===== src/rtl/tg_inject_arbiter_pkg.sv =====
// tg_inject_arbiter_pkg: flit layout shared by the injection arbiter and traffic generators
package tg_inject_arbiter_pkg;
    localparam int FLIT_WIDTH = 16;
    localparam int FLIT_HEAD_BIT = FLIT_WIDTH - 1;
    localparam int FLIT_TAIL_BIT = FLIT_WIDTH - 2;
    typedef logic [FLIT_WIDTH-1:0] flit_t;
    function automatic flit_t make_flit(logic head, logic tail, logic [FLIT_WIDTH-3:0] payload);
        return {head, tail, payload};
    endfunction
endpackage


===== src/rtl/tg_inject_arbiter_if.sv =====
// tg_inject_arbiter_if: generator-side request/flit bundle and output FIFO write port
interface tg_inject_arbiter_if import tg_inject_arbiter_pkg::*; #(
    parameter int N_PORTS = 4,
    parameter int FLIT_WIDTH = tg_inject_arbiter_pkg::FLIT_WIDTH
);
    logic [N_PORTS-1:0] req;
    logic [N_PORTS-1:0] ready_in;
    logic [N_PORTS*FLIT_WIDTH-1:0] flit_in;
    logic [N_PORTS-1:0] obuf_full_out;
    logic obuf_full;
    logic [FLIT_WIDTH-1:0] flit_out;
    logic ready_out;
    modport master (output req, ready_in, flit_in, obuf_full, input obuf_full_out, flit_out, ready_out);
    modport slave (input req, ready_in, flit_in, obuf_full, output obuf_full_out, flit_out, ready_out);
endinterface


===== src/rtl/tg_inject_arbiter_rr_next_requester.sv =====
// rr_next_requester: circular search for the next requester after ptr, ptr itself checked last
module rr_next_requester #(
    parameter int N = 4,
    parameter int W = 2
) (
    input  logic [N-1:0] req,
    input  logic [W-1:0] ptr,
    output logic [W-1:0] next_ptr,
    output logic         any_req
);
    logic [2*N-1:0] dbl;
    logic [N-1:0] rot;
    always_comb begin
        dbl = {req, req};
        rot = N'(dbl >> (int'(ptr) + 1));
        next_ptr = ptr;
        for (int j = N - 1; j >= 0; j--)
            if (rot[j]) next_ptr = W'((int'(ptr) + 1 + j) % N);
        any_req = |req;
    end
endmodule


===== src/rtl/tg_inject_arbiter.sv =====
// tg_inject_arbiter: round-robin packet-locked sharing of one output buffer among generators
module tg_inject_arbiter import tg_inject_arbiter_pkg::*; #(
    parameter int N_PORTS = 4,
    parameter int ID_WIDTH = 2,
    parameter int FLIT_WIDTH = tg_inject_arbiter_pkg::FLIT_WIDTH
) (
    input  logic                clock,
    input  logic                reset,
    input  logic                enable,
    tg_inject_arbiter_if.slave  bus,
    output logic [ID_WIDTH-1:0] grant_id,
    output logic                locked,
    output logic                err
);
    logic [ID_WIDTH-1:0] ptr, next_ptr;
    logic any_req, h, t, lock_nxt, adv;
    rr_next_requester #(.N(N_PORTS), .W(ID_WIDTH)) u_rr (
        .req(bus.req), .ptr(ptr), .next_ptr(next_ptr), .any_req(any_req)
    );
    assign grant_id = ptr;
    assign bus.flit_out = bus.flit_in[int'(ptr)*FLIT_WIDTH +: FLIT_WIDTH];
    assign bus.ready_out = bus.ready_in[ptr] & ~bus.obuf_full & enable & ~reset;
    assign h = bus.flit_out[FLIT_WIDTH-1];
    assign t = bus.flit_out[FLIT_WIDTH-2];
    always_comb begin
        for (int i = 0; i < N_PORTS; i++)
            bus.obuf_full_out[i] = reset | ~enable | bus.obuf_full | (ID_WIDTH'(i) != ptr);
        lock_nxt = locked ? ~(bus.ready_out & t) : (bus.ready_out & h & ~t);
        // a malformed inject never blocks rotation; only a clean head takes the lock
        adv = ~bus.obuf_full & (locked ? (bus.ready_out & t) : ~(bus.ready_out & h & ~t));
    end
    always_ff @(posedge clock) begin
        if (reset) begin
            ptr <= '0;
            locked <= 1'b0;
            err <= 1'b0;
        end else if (enable) begin
            err <= err | (bus.ready_out & (locked ? h : ~h));
            locked <= lock_nxt;
            if (adv & any_req) ptr <= next_ptr;
        end
    end
endmodule


===== src/flat_wrapper.sv =====
// flat-port wrapper written by rule: the top's interface ports become plain ports
module tg_inject_arbiter_flat import tg_inject_arbiter_pkg::*;
#(
    parameter int N_PORTS = 4,
    parameter int ID_WIDTH = 2,
    parameter int FLIT_WIDTH = tg_inject_arbiter_pkg::FLIT_WIDTH
)
  (clock, reset, enable, grant_id, locked, err, bus_req, bus_ready_in, bus_flit_in, bus_obuf_full, bus_obuf_full_out, bus_flit_out, bus_ready_out);
  tg_inject_arbiter_if #(.N_PORTS(N_PORTS), .FLIT_WIDTH(FLIT_WIDTH)) bus_i ();
  input  logic clock;
  input  logic reset;
  input  logic enable;
  output logic [ID_WIDTH-1:0] grant_id;
  output logic locked;
  output logic err;
  input wire logic [$bits(bus_i.req)-1:0] bus_req;
  input wire logic [$bits(bus_i.ready_in)-1:0] bus_ready_in;
  input wire logic [$bits(bus_i.flit_in)-1:0] bus_flit_in;
  input wire logic [$bits(bus_i.obuf_full)-1:0] bus_obuf_full;
  output wire logic [$bits(bus_i.obuf_full_out)-1:0] bus_obuf_full_out;
  output wire logic [$bits(bus_i.flit_out)-1:0] bus_flit_out;
  output wire logic [$bits(bus_i.ready_out)-1:0] bus_ready_out;
  assign bus_i.req = bus_req;
  assign bus_i.ready_in = bus_ready_in;
  assign bus_i.flit_in = bus_flit_in;
  assign bus_i.obuf_full = bus_obuf_full;
  assign bus_obuf_full_out = bus_i.obuf_full_out;
  assign bus_flit_out = bus_i.flit_out;
  assign bus_ready_out = bus_i.ready_out;
  tg_inject_arbiter #(.N_PORTS(N_PORTS), .ID_WIDTH(ID_WIDTH), .FLIT_WIDTH(FLIT_WIDTH)) u_core (.clock(clock), .reset(reset), .enable(enable), .bus(bus_i), .grant_id(grant_id), .locked(locked), .err(err));
endmodule

===== config.mk =====
export PLATFORM = sky130hd
export DESIGN_NAME = tg_inject_arbiter_flat
export DESIGN_NICKNAME = d
export VERILOG_FILES = /design/src/rtl/tg_inject_arbiter_pkg.sv /design/src/rtl/tg_inject_arbiter_if.sv /design/src/rtl/tg_inject_arbiter_rr_next_requester.sv /design/src/rtl/tg_inject_arbiter.sv /design/src/flat_wrapper.sv
export SDC_FILE = /design/constraint.sdc
export NUM_CORES = 1
export LEC_CHECK = 0
export ABC_AREA = 0
export BUFFER_PORTS_ARGS = -buffer_cell sky130_fd_sc_hd__buf_2
export CAP_MARGIN = 20
export CORE_MARGIN = 3
export CORE_UTILIZATION = 34
export CTS_CLUSTER_SIZE = 28
export DETAILED_ROUTE_END_ITERATION = 8
export PLACE_DENSITY_LB_ADDON = 0.12
export SLEW_MARGIN = 20
export SYNTH_ARGS = -nofsm -noshare
export SYNTH_HDL_FRONTEND = slang
export SYNTH_HIERARCHICAL = 1
export SYNTH_SLANG_ARGS = --single-unit

===== constraint.sdc =====
create_clock -name clock -period 3.1 [get_ports clock]
set_input_delay 0.775 -clock clock [delete_from_list [all_inputs] [get_ports clock]]
set_output_delay 0.775 -clock clock [all_outputs]
set_load 0.02 [all_outputs]

==> results summary <==
TritonCTS built the clock tree. Per report_power, the clock group accounts for 19.1% of the total. The worst-case clock skew came out at 0.00166 ns. The largest fanout on the critical path is 8. After clock tree synthesis, the repair step resized 0 gates. For this block, the initial DRC count from the detailed router was 20.

After synthesis, the netlist uses 29 different library cells. The overall power consumption came out at 0.357 mW. The path class of the tightest hold or removal check is register to register. In the synthesized netlist, the number of instances is 71. The total of fill cells in the finished design is 180.

The count of input and output buffers came out at 100. Once detailed placement completed, the half-perimeter wirelength came to 2700 um. The post-route netlist has 73.7% of its cells at a drive strength greater than 1. The die footprint is 2890 um^2. The number of cells on the worst reg-to-reg path is 6. The number of top-level pins came out at 101. Clock-pin slew was measured on the worst setup and hold paths at 0.04 ns. The critical path startpoint category is a register. The switching power is 0.141 mW.

Power spread over the standard cell area amounts to 270 nW/um^2. The routed wire length came out at 3180 um. The number of buffers and inverters on the critical path came out at 2.

The repair_antennas step left the layout with diodes totalling 0. The residual DRC count is 0. Counting buffers and inverters, the worst setup path is 3 cells deep.

The total negative slack came out at 0 ns. The number of iterations in the first detailed-routing pass came out at 4. Yosys printed 6 warnings. The switching share of power is 39.7%. The H-tree depth came out at 1. The leakage component of the power is 0.644 nW. The wire length of the first global-routing pass came out at 4190 um.

The root buffer cell is sky130_fd_sc_hd__clkbuf_4. The total routing resource utilization after global routing is 19.8%. The total number of vias is 1060.

The post-synthesis instance area is 774 um^2. The via count of the first global-routing pass came out at 969. The largest single stage delay on the critical path is 0.58 ns. The mean routed wirelength per cell is 16.1 um. The floorplan step defined a core boundary enclosing 2060 um^2. The share of the Yosys chip area taken by registers is 10.3%. The quantity of hold-fixing buffers added after cts is 0. The total number of nets in the final design is 249. STA puts the critical path data arrival time at 1.80 ns. The post-CTS repair timing setup buffer count came out at 0.

The layout overhead on the synthesized area came out at 70.6%. The count of endpoints failing hold in the final timing report is 0. At the pin with the least slew margin, the transition time is 0.579 ns.

For this design, the slowest cell found on the critical path is sky130_fd_sc_hd__mux4_2. The critical path goes through buf_4 -> mux4_2 -> buf_2. The sum of overflow across all layers after global routing is 0. Across the run, the number of max-cap violations was 0. Averaged over all synthesized cells, the footprint is 10.9 um^2.

The endpoint kind of the worst setup timing path is an output port. The worst slew margin relative to its limit came out at 61.3%. Entering global routing, the biggest net connects 20 pins. The routability congestion estimate is 0.842.

The maximum operating frequency is 388 MHz. Among cell families on the critical path, the largest total delay comes from multiplexers. The smallest clock period supported by the final layout is computed as 2.57 ns.

The number of antenna violations at the first check in global routing came out at 0. The power share of the combinational group came out at 63.2%. After detailed routing, the number of vias per cell comes to 5.35. Counting the buffers created by CTS gives 3. The clock reaches the later pin of the worst-skew pair after 0.24 ns. The data required time at the worst endpoint came out at 2.32 ns. The die width is 53.7 um. The flow ran to the end, and the final reports show no timing, DRC or antenna violations.

The reg-to-reg setup timing slack is 0.96 ns. The worst setup path is of the register to output port kind. The initial standard-cell utilization of the core is 37.6%. The count of antenna-violating nets left after detailed routing came out at 0. The y dimension of the die came out at 53.7 um. The clock drives 4 sinks.

When the netlist entered floorplanning its net count stood at 147. The clock tree buffer depth is 2. The synthesized flop and latch total is 4. Of the available clock period, the critical path in the final layout requires 83.0%. The worst supply voltage drop on vdd came out at 0.222 mV. The register share of total power came out at 17.8%. The standard-cell row count is 16. The total of endpoints with negative setup slack in the final report came out at 0. The final number of max-transition violations is 0. The total internal power came out at 0.215 mW.

The count of cells along the worst hold path came out at 2. Setup repair after global routing left no endpoint under its margin.
## synthesized netlist by cell type
| master | count | area (um^2) |
|---|---|---|
| sky130_fd_sc_hd__nand2b_1 | 2 | 12.5 |
| sky130_fd_sc_hd__o221a_1 | 1 | 11.3 |
| sky130_fd_sc_hd__nor2_1 | 6 | 22.5 |
| sky130_fd_sc_hd__a31oi_1 | 2 | 12.5 |
| sky130_fd_sc_hd__nor3b_1 | 2 | 15.0 |
| sky130_fd_sc_hd__a21oi_1 | 5 | 25.0 |
| sky130_fd_sc_hd__inv_1 | 2 | 7.51 |
| sky130_fd_sc_hd__nand3_1 | 2 | 10.0 |
| sky130_fd_sc_hd__or3b_2 | 1 | 8.76 |
| sky130_fd_sc_hd__clkbuf_2 | 1 | 5.00 |
| sky130_fd_sc_hd__and2_4 | 1 | 8.76 |
| sky130_fd_sc_hd__o2bb2ai_1 | 1 | 8.76 |
| sky130_fd_sc_hd__nand2_1 | 1 | 3.75 |
| sky130_fd_sc_hd__buf_6 | 2 | 22.5 |
| sky130_fd_sc_hd__nor3_1 | 2 | 10.0 |
| sky130_fd_sc_hd__nand4b_1 | 1 | 8.76 |
| sky130_fd_sc_hd__mux2i_1 | 5 | 50.1 |
| sky130_fd_sc_hd__buf_1 | 1 | 3.75 |
| sky130_fd_sc_hd__a221o_1 | 1 | 10.0 |
| sky130_fd_sc_hd__buf_2 | 1 | 5.00 |
| sky130_fd_sc_hd__o21ai_0 | 1 | 5.00 |
| sky130_fd_sc_hd__a211o_1 | 1 | 8.76 |
| sky130_fd_sc_hd__clkbuf_1 | 3 | 11.3 |
| sky130_fd_sc_hd__dfxtp_1 | 4 | 80.1 |
| sky130_fd_sc_hd__or4_1 | 1 | 7.51 |
| sky130_fd_sc_hd__mux4_2 | 16 | 360 |
| sky130_fd_sc_hd__xnor2_1 | 1 | 8.76 |
| sky130_fd_sc_hd__nand3b_1 | 3 | 22.5 |
| sky130_fd_sc_hd__a22o_1 | 1 | 8.76 |
## layout by cell type (no fill, tap or decap), drive strengths merged
cell     count
a22o         1
a21oi        5
mux4        16
nor3b        2
dfxtp        4
xnor2        1
nand2        1
a221o        1
or4          1
nand3b       3
or3b         1
o221a        1
o21ai        1
nor2         6
a211o        1
inv          2
buf        105
and2         1
nor3         2
nand3        2
o2bb2ai      1
clkbuf       3
nand4b       1
mux2i        5
a31oi        2
nand2b       2
## kinds of logic (layout without fill, tap and decap cells)
family                 count (synthesis)  after routing  synth area share [%]
AO/OA/AOI/OAI                         13             13                  11.6
XOR/XNOR                               1              1                  1.13
buffers and inverters                 10            110                  7.11
flip-flops                             4              4                  10.3
multiplexers                          21             21                  53.0
AND/OR/NAND/NOR                       22             22                  16.8
## worst paths after layout
path                       from                 end
min                  u_core/err          u_core/err
min reg2reg          u_core/err          u_core/err
max reg2reg  u_core/grant_id[0]  u_core/grant_id[1]
max          u_core/grant_id[0]    bus_flit_out[14]
## registers in the layout, indices dropped and copies added, names as in the netlist
register / flops
u_core/grant_id: 2
u_core/err: 1
u_core/locked: 1
## stage by stage
stage | cells | hold slack [ns] | setup WS (ns) | util (%) | area, um^2
final | 198 | 0.494 | 0.526 | 64.1 | 1320
after global routing | 198 | 0.508 | 0.428 | 64.1 | 1320
after CTS | 198 | 0.483 | 0.495 | 64.1 | 1320
after detailed placement | 195 | 0.473 | 0.560 | 63.0 | 1300
after global placement | 195 | 0.457 | 0.556 | 63.0 | 1300
after floorplan | 71 | 0.567 | 0.585 | - | 774
## power groups by stage
stage	sequential (mW)	combinational [mW]	clock (mW)
after global routing	0.0648	0.241	0.0739
after detailed placement	0.0646	0.225	0
after CTS	0.0638	0.225	0.0713
after global placement	0.0642	0.219	0
after floorplan	0.0615	0.139	0
final	0.0633	0.225	0.0681
## worst min-delay path, stage by stage (launching register included)
cell	delay [ns]
sky130_fd_sc_hd__dfxtp_1	0.32
sky130_fd_sc_hd__a21oi_1	0.05
sky130_fd_sc_hd__nor2_1	0.08
## routing by layer
layer / routed length [um] / part of all wire [%] / track usage [%]
met1: 1100 / 35 / 20.4
met3: 355 / 11 / 6.93
met5: 0 / 0 / 0
met4: 12 / 0.38 / 5.11
met2: 1710 / 54 / 37.5
## layout make-up
type	count	area (um^2)	area share [%]
Tap cell	27	33.8	2.56
Multi-Input combinational cell	57	639	48.4
Timing Repair Buffer	105	538	40.7
Sequential cell	4	80.1	6.06
Clock buffer	3	22.5	1.70
Inverter	2	7.51	0.568
(Power assumes the default switching activity.)
